### src/rtl/serial_subtractor.sv
// rtl/serial_subtractor.sv - bit-serial two's-complement subtractor, diff = a - b mod 2^L
module serial_subtractor #(
    parameter int L = 4
) (
    input  logic         clk,
    input  logic         rst,
    input  logic         start,
    input  logic [L-1:0] a,
    input  logic [L-1:0] b,
    output logic         busy,
    output logic         done,
    output logic [L-1:0] diff,
    output logic         ovf
);

    localparam int CW = (L > 2) ? $clog2(L) : 1;
    localparam logic [CW-1:0] LAST = CW'(L - 1);

    typedef enum logic [1:0] {
        S_IDLE  = 2'd0,
        S_SHIFT = 2'd1,
        S_DONE  = 2'd2
    } state_t;

    state_t        r_state;
    logic [L-1:0]  r_ra;
    logic [L-1:0]  r_rb;
    logic [L-1:0]  r_rd;
    logic [CW-1:0] r_cnt;
    logic          r_carry;
    logic          r_sa;
    logic          r_sb;

    logic          w_sum;
    logic          w_carry;
    logic [L-1:0]  w_rd_next;

    // Single full-adder cell: subtrahend already inverted, carry preset to 1.
    always_comb begin
        w_sum     = r_ra[0] ^ r_rb[0] ^ r_carry;
        w_carry   = (r_ra[0] & r_rb[0]) | (r_ra[0] & r_carry) | (r_rb[0] & r_carry);
        w_rd_next = {w_sum, r_rd[L-1:1]};
    end

    // Control FSM and datapath; every output is a flop so none depends combinationally on inputs.
    always_ff @(posedge clk or posedge rst) begin
        if (rst) begin
            r_state <= S_IDLE;
            r_ra    <= '0;
            r_rb    <= '0;
            r_rd    <= '0;
            r_cnt   <= '0;
            r_carry <= 1'b0;
            r_sa    <= 1'b0;
            r_sb    <= 1'b0;
            busy    <= 1'b0;
            done    <= 1'b0;
            diff    <= '0;
            ovf     <= 1'b0;
        end else begin
            case (r_state)
                S_IDLE: begin
                    if (start) begin
                        r_ra    <= a;
                        r_rb    <= ~b;
                        r_carry <= 1'b1;
                        r_cnt   <= '0;
                        r_sa    <= a[L-1];
                        r_sb    <= b[L-1];
                        busy    <= 1'b1;
                        r_state <= S_SHIFT;
                    end
                end
                S_SHIFT: begin
                    r_carry <= w_carry;
                    r_rd    <= w_rd_next;
                    r_ra    <= r_ra >> 1;
                    r_rb    <= r_rb >> 1;
                    r_cnt   <= r_cnt + 1'b1;
                    if (r_cnt == LAST) begin
                        // Overflow only possible when operand signs differ; then the
                        // result sign must follow the minuend.
                        diff    <= w_rd_next;
                        ovf     <= (r_sa != r_sb) && (w_sum != r_sa);
                        done    <= 1'b1;
                        r_state <= S_DONE;
                    end
                end
                S_DONE: begin
                    done    <= 1'b0;
                    busy    <= 1'b0;
                    r_state <= S_IDLE;
                end
                default: begin
                    r_state <= S_IDLE;
                end
            endcase
        end
    end

endmodule
### config.mk
export PLATFORM = sky130hd
export DESIGN_NAME = serial_subtractor
export DESIGN_NICKNAME = d
export VERILOG_FILES = /design/src/rtl/serial_subtractor.sv
export SDC_FILE = /design/constraint.sdc
export NUM_CORES = 1
export LEC_CHECK = 0
export ABC_AREA = 1
export BUFFER_PORTS_ARGS = -buffer_cell sky130_fd_sc_hd__buf_2
export CAP_MARGIN = 25
export CORE_MARGIN = 3
export CORE_UTILIZATION = 62
export CTS_BUF_LIST = sky130_fd_sc_hd__clkbuf_2
export DETAILED_ROUTE_END_ITERATION = 8
export GPL_ROUTABILITY_DRIVEN = 0
export GPL_TIMING_DRIVEN = 0
export PLACE_DENSITY = 0.86
export SYNTH_ARGS = -nofsm -noshare
export SYNTH_HDL_FRONTEND = slang
export SYNTH_SLANG_ARGS = --single-unit
export TNS_END_PERCENT = 50
### constraint.sdc
create_clock -name clk -period 2.7 [get_ports clk]
set_input_delay 0.54 -clock clk [delete_from_list [all_inputs] [get_ports clk]]
set_output_delay 0.54 -clock clk [all_outputs]
set_load 0.05 [all_outputs]
==> results.cfg, run 1 <==
[worst_setup_path]
critPathKind = reg -> out
worst_r2r_endpoint = ovf
reg2reg_from = r_ra[0]
crit_fanout = 2
r2r_cells = 6
reg2reg_slack_ns = 1.28
crit_buf_inv = 1
critical-path-max-stage-delay_ns = 0.41
crit_arrival_ns = 1.02
crit_family = flip-flops
cp-start-kind = register
end_kind = primary output
slowest_stage = dfrtp_1
cp_cell_sequence = buf_2
cp.required_ns = 2.16

[global_routing]
track_usage_pct = 19.9
grt_antenna_before_repair = 0
grt_start_max_net_pins = 26
grt_pass1_vias = 842
grt.overflow.total = 0
grt_pass1_wl_um = 3670

[die]
num_rows = 14
coreArea_mm2 = 0.00161
dieArea_mm2 = 0.00240
start_util_pct = 71.1
die_w_um = 49.0
io_pins = 18
die_y_um = 49.0

[cts]
cts_tree = built
cts.repair.resized = 0
cts_buffers = 3
cts_setup_buffers = 0
cts_hold_buffers = 0
cts_buffer_depth = 2
clock_sinks = 25
cts_root_buffer = clkbuf_2
h-tree-depth = 1
clk_latency_ns = 0.35
cts.reportedPaths.clkPinSlew_ns = 0.24

[power]
power_mw = 1.65
ir_worst_vdd_mv = 0.754
p_leak_nw = 0.687
power_density_mw_per_mm2 = 1290

[timing]
finalCritPeriodShare_pct = 57.8
fin_ws_ns = 1.14
finalClockSkew_ns = 0.0142
tightest_slew_ns = 0.924
finalHoldViolations = 0
slew_headroom_pct = 38.4
tns_ns = 0
finalMaxSlewViolations = 0
finalCriticalPeriod_ns = 1.56
rsz0062_at_grt = no
max_freq_ghz = 0.641
holdWs_ns = 0.339
setup_viol = 0

[synthesis]
syn_area_mm2 = 0.00115
yosys_warnings = 0
ys_seq_area_share_pct = 54.6
synth_cell_types = 18
synth-seq-cells = 25
synth_nets = 142
syn_avg_cell_area_um2 = 8.88
netlist_instances = 129

[detailed_routing]
drc = 0
final_antenna_net_count = 0
vias_per_cell = 5.24
dr.pass1.iters = 4
wl_per_cell_um = 12.7
vias = 911
drt_iter0_markers = 20
wl_um = 2210

[placed_design]
preCtsSetupSlack_ns = 1.32
port_buffers = 17
hpwl_um = 1590
placedCellCount = 170
post_dp_cell_area_mm2 = 0.00126

[finish]
mostFrequentLayoutCells = 33 x nand2_1, 25 x dfrtp_1, 21 x nand3_1
fin_area_mm2 = 0.00128
final_common_cell = nand2_1
instances_no_fill = 174
drive_gt1_share_pct = 22.7
n_antenna_cell = 0
postLayoutCoreUtil_pct = 79.5
fin_nets = 164
n_fill_cell = 116
area.growth.synth_to_final_pct = 11.8

[outcome]
status = finished, final reports clean

[min_path]
min_path_type = in -> async

[run]
cap_viol_max_count = 0
## worst max path at each step
stage,start,endpoint,depth (start not counted)
final,diff[3],diff[3],1
after global routing,diff[0],diff[0],1
after CTS,diff[3],diff[3],1
after detailed placement,rst,r_ra[2],2
after global placement,rst,r_ra[3],2
after floorplan,r_ra[0],ovf,6
## area by class of cell
type                       count  area (um^2)  area share (%)
tap                           24         30.0            2.34
inverter                      18         67.6            5.27
multi-input combinational     82          419            32.7
clock buffer                   3         15.0            1.17
timing repair buffer          17         85.1            6.64
clock inverter                 1         5.00           0.391
sequential                    25          626            48.8
buffer                         4         33.8            2.64
## synthesized netlist by cell type
| library cell | instances | area, um^2 |
|---|---|---|
| buf_6 | 1 | 11.3 |
| nor2_4 | 1 | 11.3 |
| nor2_1 | 6 | 22.5 |
| inv_2 | 2 | 7.51 |
| dfrtp_1 | 25 | 626 |
| o21ai_0 | 8 | 40.0 |
| a21oi_2 | 1 | 8.76 |
| ha_1 | 1 | 12.5 |
| nand3_1 | 21 | 105 |
| nor2_2 | 1 | 6.26 |
| o21ai_1 | 5 | 25.0 |
| buf_4 | 3 | 22.5 |
| nand2_8 | 1 | 20.0 |
| nand2_2 | 2 | 12.5 |
| nand2_1 | 33 | 124 |
| inv_1 | 16 | 60.1 |
| fa_1 | 1 | 20.0 |
| nand2_4 | 1 | 11.3 |
## where the power goes
part	switching [mW]	leakage, nW	internal, mW
combinational	0.579	0.365	0.283
sequential	0.0986	0.305	0.544
clock	0.113	0.0164	0.0336
total	0.790	0.687	0.861
## metal layers
layer  vias to the layer above  part of all wire [%]  GRT usage (%)
met2                        27                    49           32.8
met3                         5                   3.7           1.83
met4                         0                   1.5           8.53
met1                       432                    46           26.9
li1                        447                     -              -
met5                         -                     0              0
## flip-flops by register name (all words and copies together), names as in the netlist
signal   cells
r_ra         4
r_rb         4
done         1
busy         1
r_rd         3
diff         4
r_cnt        2
r_sa         1
r_carry      1
r_sb         1
r_state      2
ovf          1
## cells by family (layout without fill, tap and decap cells)
kind of cell    after synthesis  in the layout  synth area share (%)
simple gates                 66             66                  27.3
flops                        25             25                  54.6
buf+inv                      22             43                  8.84
compound gates               14             14                  6.44
fa+ha+maj                     2              2                  2.84
Power figures use the tool's default switching activity.
==> run 2: changes to the inputs <==
--- a/config.mk
+++ b/config.mk
@@ -5,16 +5,16 @@
 export SDC_FILE = /design/constraint.sdc
 export NUM_CORES = 1
 export LEC_CHECK = 0
-export ABC_AREA = 1
+export ABC_AREA = 0
 export BUFFER_PORTS_ARGS = -buffer_cell sky130_fd_sc_hd__buf_2
 export CAP_MARGIN = 25
 export CORE_MARGIN = 3
-export CORE_UTILIZATION = 62
+export CORE_UTILIZATION = 57
 export CTS_BUF_LIST = sky130_fd_sc_hd__clkbuf_2
 export DETAILED_ROUTE_END_ITERATION = 8
 export GPL_ROUTABILITY_DRIVEN = 0
 export GPL_TIMING_DRIVEN = 0
-export PLACE_DENSITY = 0.86
+export PLACE_DENSITY = 0.8
 export SYNTH_ARGS = -nofsm -noshare
 export SYNTH_HDL_FRONTEND = slang
 export SYNTH_SLANG_ARGS = --single-unit
==> constraint.sdc (replaced) <==
create_clock -name clk -period 1.5 [get_ports clk]
set_input_delay 0.3 -clock clk [delete_from_list [all_inputs] [get_ports clk]]
set_output_delay 0.3 -clock clk [all_outputs]
set_load 0.05 [all_outputs]
==> run 2 against run 1 <==
The flow now finishes with violations (setup timing). Worst hold slack lost 0.15 ns. Critical path depth increased by 3. Clock skew shrank 0.012 ns. Register-to-register slack lost 1.3 ns. Critical endpoint is now ovf. Largest power group unchanged.
==> results.cfg, run 2 <==
[outcome]
status = complete, but fails checks
violations = setup timing

[worst_setup_path]
end_kind = register
critPathLaunch = r_carry
cp-start-kind = register
critPathKind = reg -> reg
crit_fanout = 4
reg2reg_from = r_carry
cp.required_ns = 1.79
crit_arrival_ns = 1.80

[finish]
drive_gt1_share_pct = 32.8
multiInputGateArea_um2 = 464
postLayoutCoreUtil_pct = 74.1
reg_top3 = diff: 4 flops, r_ra: 4 flops, r_rb: 4 flops
register_area_um2 = 626
final_common_cell = dfrtp_1
area.growth.synth_to_final_pct = 17.4
n_fill_cell = 144
n_antenna_cell = 0
fin_nets = 139
mostFrequentLayoutCells = 25 x dfrtp_1, 19 x buf_2, 14 x nand2_1
fin_area_mm2 = 0.00135

[detailed_routing]
dr.pass1.iters = 4
wl_um = 2230
vias_per_cell = 5.62
drt_iter0_markers = 8
wl_per_cell_um = 14.9
drc = 0
final_antenna_net_count = 0
vias = 843

[synthesis]
async_reset_ff_share_pct = 100
netlist_instances = 99
synth_edf_count = 0
synth_ff_type = dfrtp_1
yosys_warnings = 0
syn_area_mm2 = 0.00115
syn_avg_cell_area_um2 = 11.6
synth_top_cell_by_area = dfrtp_1
ys_seq_area_share_pct = 54.5
synth_nets = 112
synthTopCellsByArea = dfrtp_1 54%, mux2_4 7.8%, nand2_1 4.6%
synth_top_area_share_pct = 54.5
synth_most_common_cell = dfrtp_1
yosys-top-cells-count = 25 x dfrtp_1, 14 x nand2_1, 8 x a21oi_1
synth_cell_types = 25
synth-seq-cells = 25

[timing]
tns_ns = -0.0101
rsz0062_at_grt = yes
finalHoldViolations = 0
finalMaxSlewViolations = 0
finalClockSkew_ns = 0.00251
max_freq_ghz = 0.662
setup_viol = 1
tightest_slew_ns = 0.330
fin_ws_ns = -0.0101
finalCriticalPeriod_ns = 1.51
finalCritPeriodShare_pct = 101
slew_headroom_pct = 77.9

[min_path]
min_path_type = in -> reg
hp-start = b[3]

[power]
power_density_mw_per_mm2 = 2270
ir_worst_vdd_mv = 1.55
p_leak_nw = 0.688
power_mw = 3.07

[cts]
cts_buffer_depth = 2
h-tree-depth = 1
cts_tree = built
cts.reportedPaths.clkPinSlew_ns = 0.21
cts_buffers = 3
clk_latency_ns = 0.34
cts_root_buffer = clkbuf_2
clock_sinks = 25

[global_routing]
grt_antenna_before_repair = 0
grt.overflow.total = 0
grt_start_max_net_pins = 26
grt_pass1_vias = 907
grt_pass1_wl_um = 3910
track_usage_pct = 20.2

[placed_design]
post_dp_cell_area_mm2 = 0.00126
port_buffers = 17
preCtsSetupSlack_ns = 0.0287
hpwl_um = 1530

[die]
coreArea_mm2 = 0.00182
num_rows = 15
dieArea_mm2 = 0.00259
start_util_pct = 63.1
die_w_um = 50.9
die_y_um = 50.9
io_pins = 18

[run]
cap_viol_max_count = 0
run 2: cell types whose count changed after synthesis, moves of 6 or more:
cell     previous run  this run
a21oi_1             0         8
inv_1              16         6
mux2_4              0         6
nand2_1            33        14
nand3_1            21         0
o22ai_1             0         6
run 2: per-stage QoR:
| step | std cells | hold slack, ns |
|---|---|---|
| 2_1_floorplan | 99 | 0.327 |
| 3_3_place_gp | 141 | 0.458 |
| 3_5_place_dp | 141 | 0.475 |
| 4_1_cts | 146 | 0.145 |
| 5_1_grt | 150 | 0.169 |
| 6_report | 150 | 0.192 |
run 2: critical path, cell delays in order (launching register included):
cell and delay, ns:
dfrtp_1 0.46, fa_1 0.61, and3b_1 0.22, a21oi_2 0.04, o21ai_1 0.13
run 2: report_power, final:
part           switching (mW)  total [mW]  internal [mW]
logic                   0.929        1.60          0.673
clock network           0.191       0.261         0.0705
registers               0.224        1.20          0.980
run 2: path summary, 6_finish.rpt:
kind	cells after the start	slack, ns	endpoint
max	4	-0.01	ovf
min	2	0.19	r_sb
max reg2reg	4	-0.01	ovf
min reg2reg	2	0.51	r_rd[1]
max in group asynchronous	4	0.72	r_ra[1]
min in group asynchronous	3	0.39	ovf
run 2: logic make-up (layout without fill, tap and decap cells):
kind of cell               after synthesis  in the layout  synth area share [%]
AOI/OAI and AO/OA                       32             32                  17.3
and+or+nand+nor                         23             23                  12.1
buffers and inverters                   11             37                  5.45
muxes                                    6              6                  7.84
DFF                                     25             25                  54.5
adders and majority gates                2              2                  2.83
run 2: metal layers:
layer  track usage (%)  part of all wire [%]  vias to the layer above
met5                 0                     0                        -
met4              7.17                  0.99                        0
met3              3.79                   4.0                        3
met2              34.3                    51                       21
met1              25.9                    44                      421
li1                  -                     -                      398
run 2: final cells by class:
cell class | count | area share [%]
plain buffers | 5 | 2.97
clock buffers | 4 | 1.48
inverters | 6 | 1.67
multi-input cells | 63 | 34.4
flip-flops and latches | 25 | 46.4
well taps | 25 | 2.32
repair buffers | 22 | 10.8
run 2: repair_timing:
item,in CTS,in global routing
pin swaps,0,2
endpoints found under the hold margin,0,4
gates resized for setup,0,2
hold buffers,0,1
buffers inserted,1,2
cloned,0,0
setup endpoints to repair,1,1
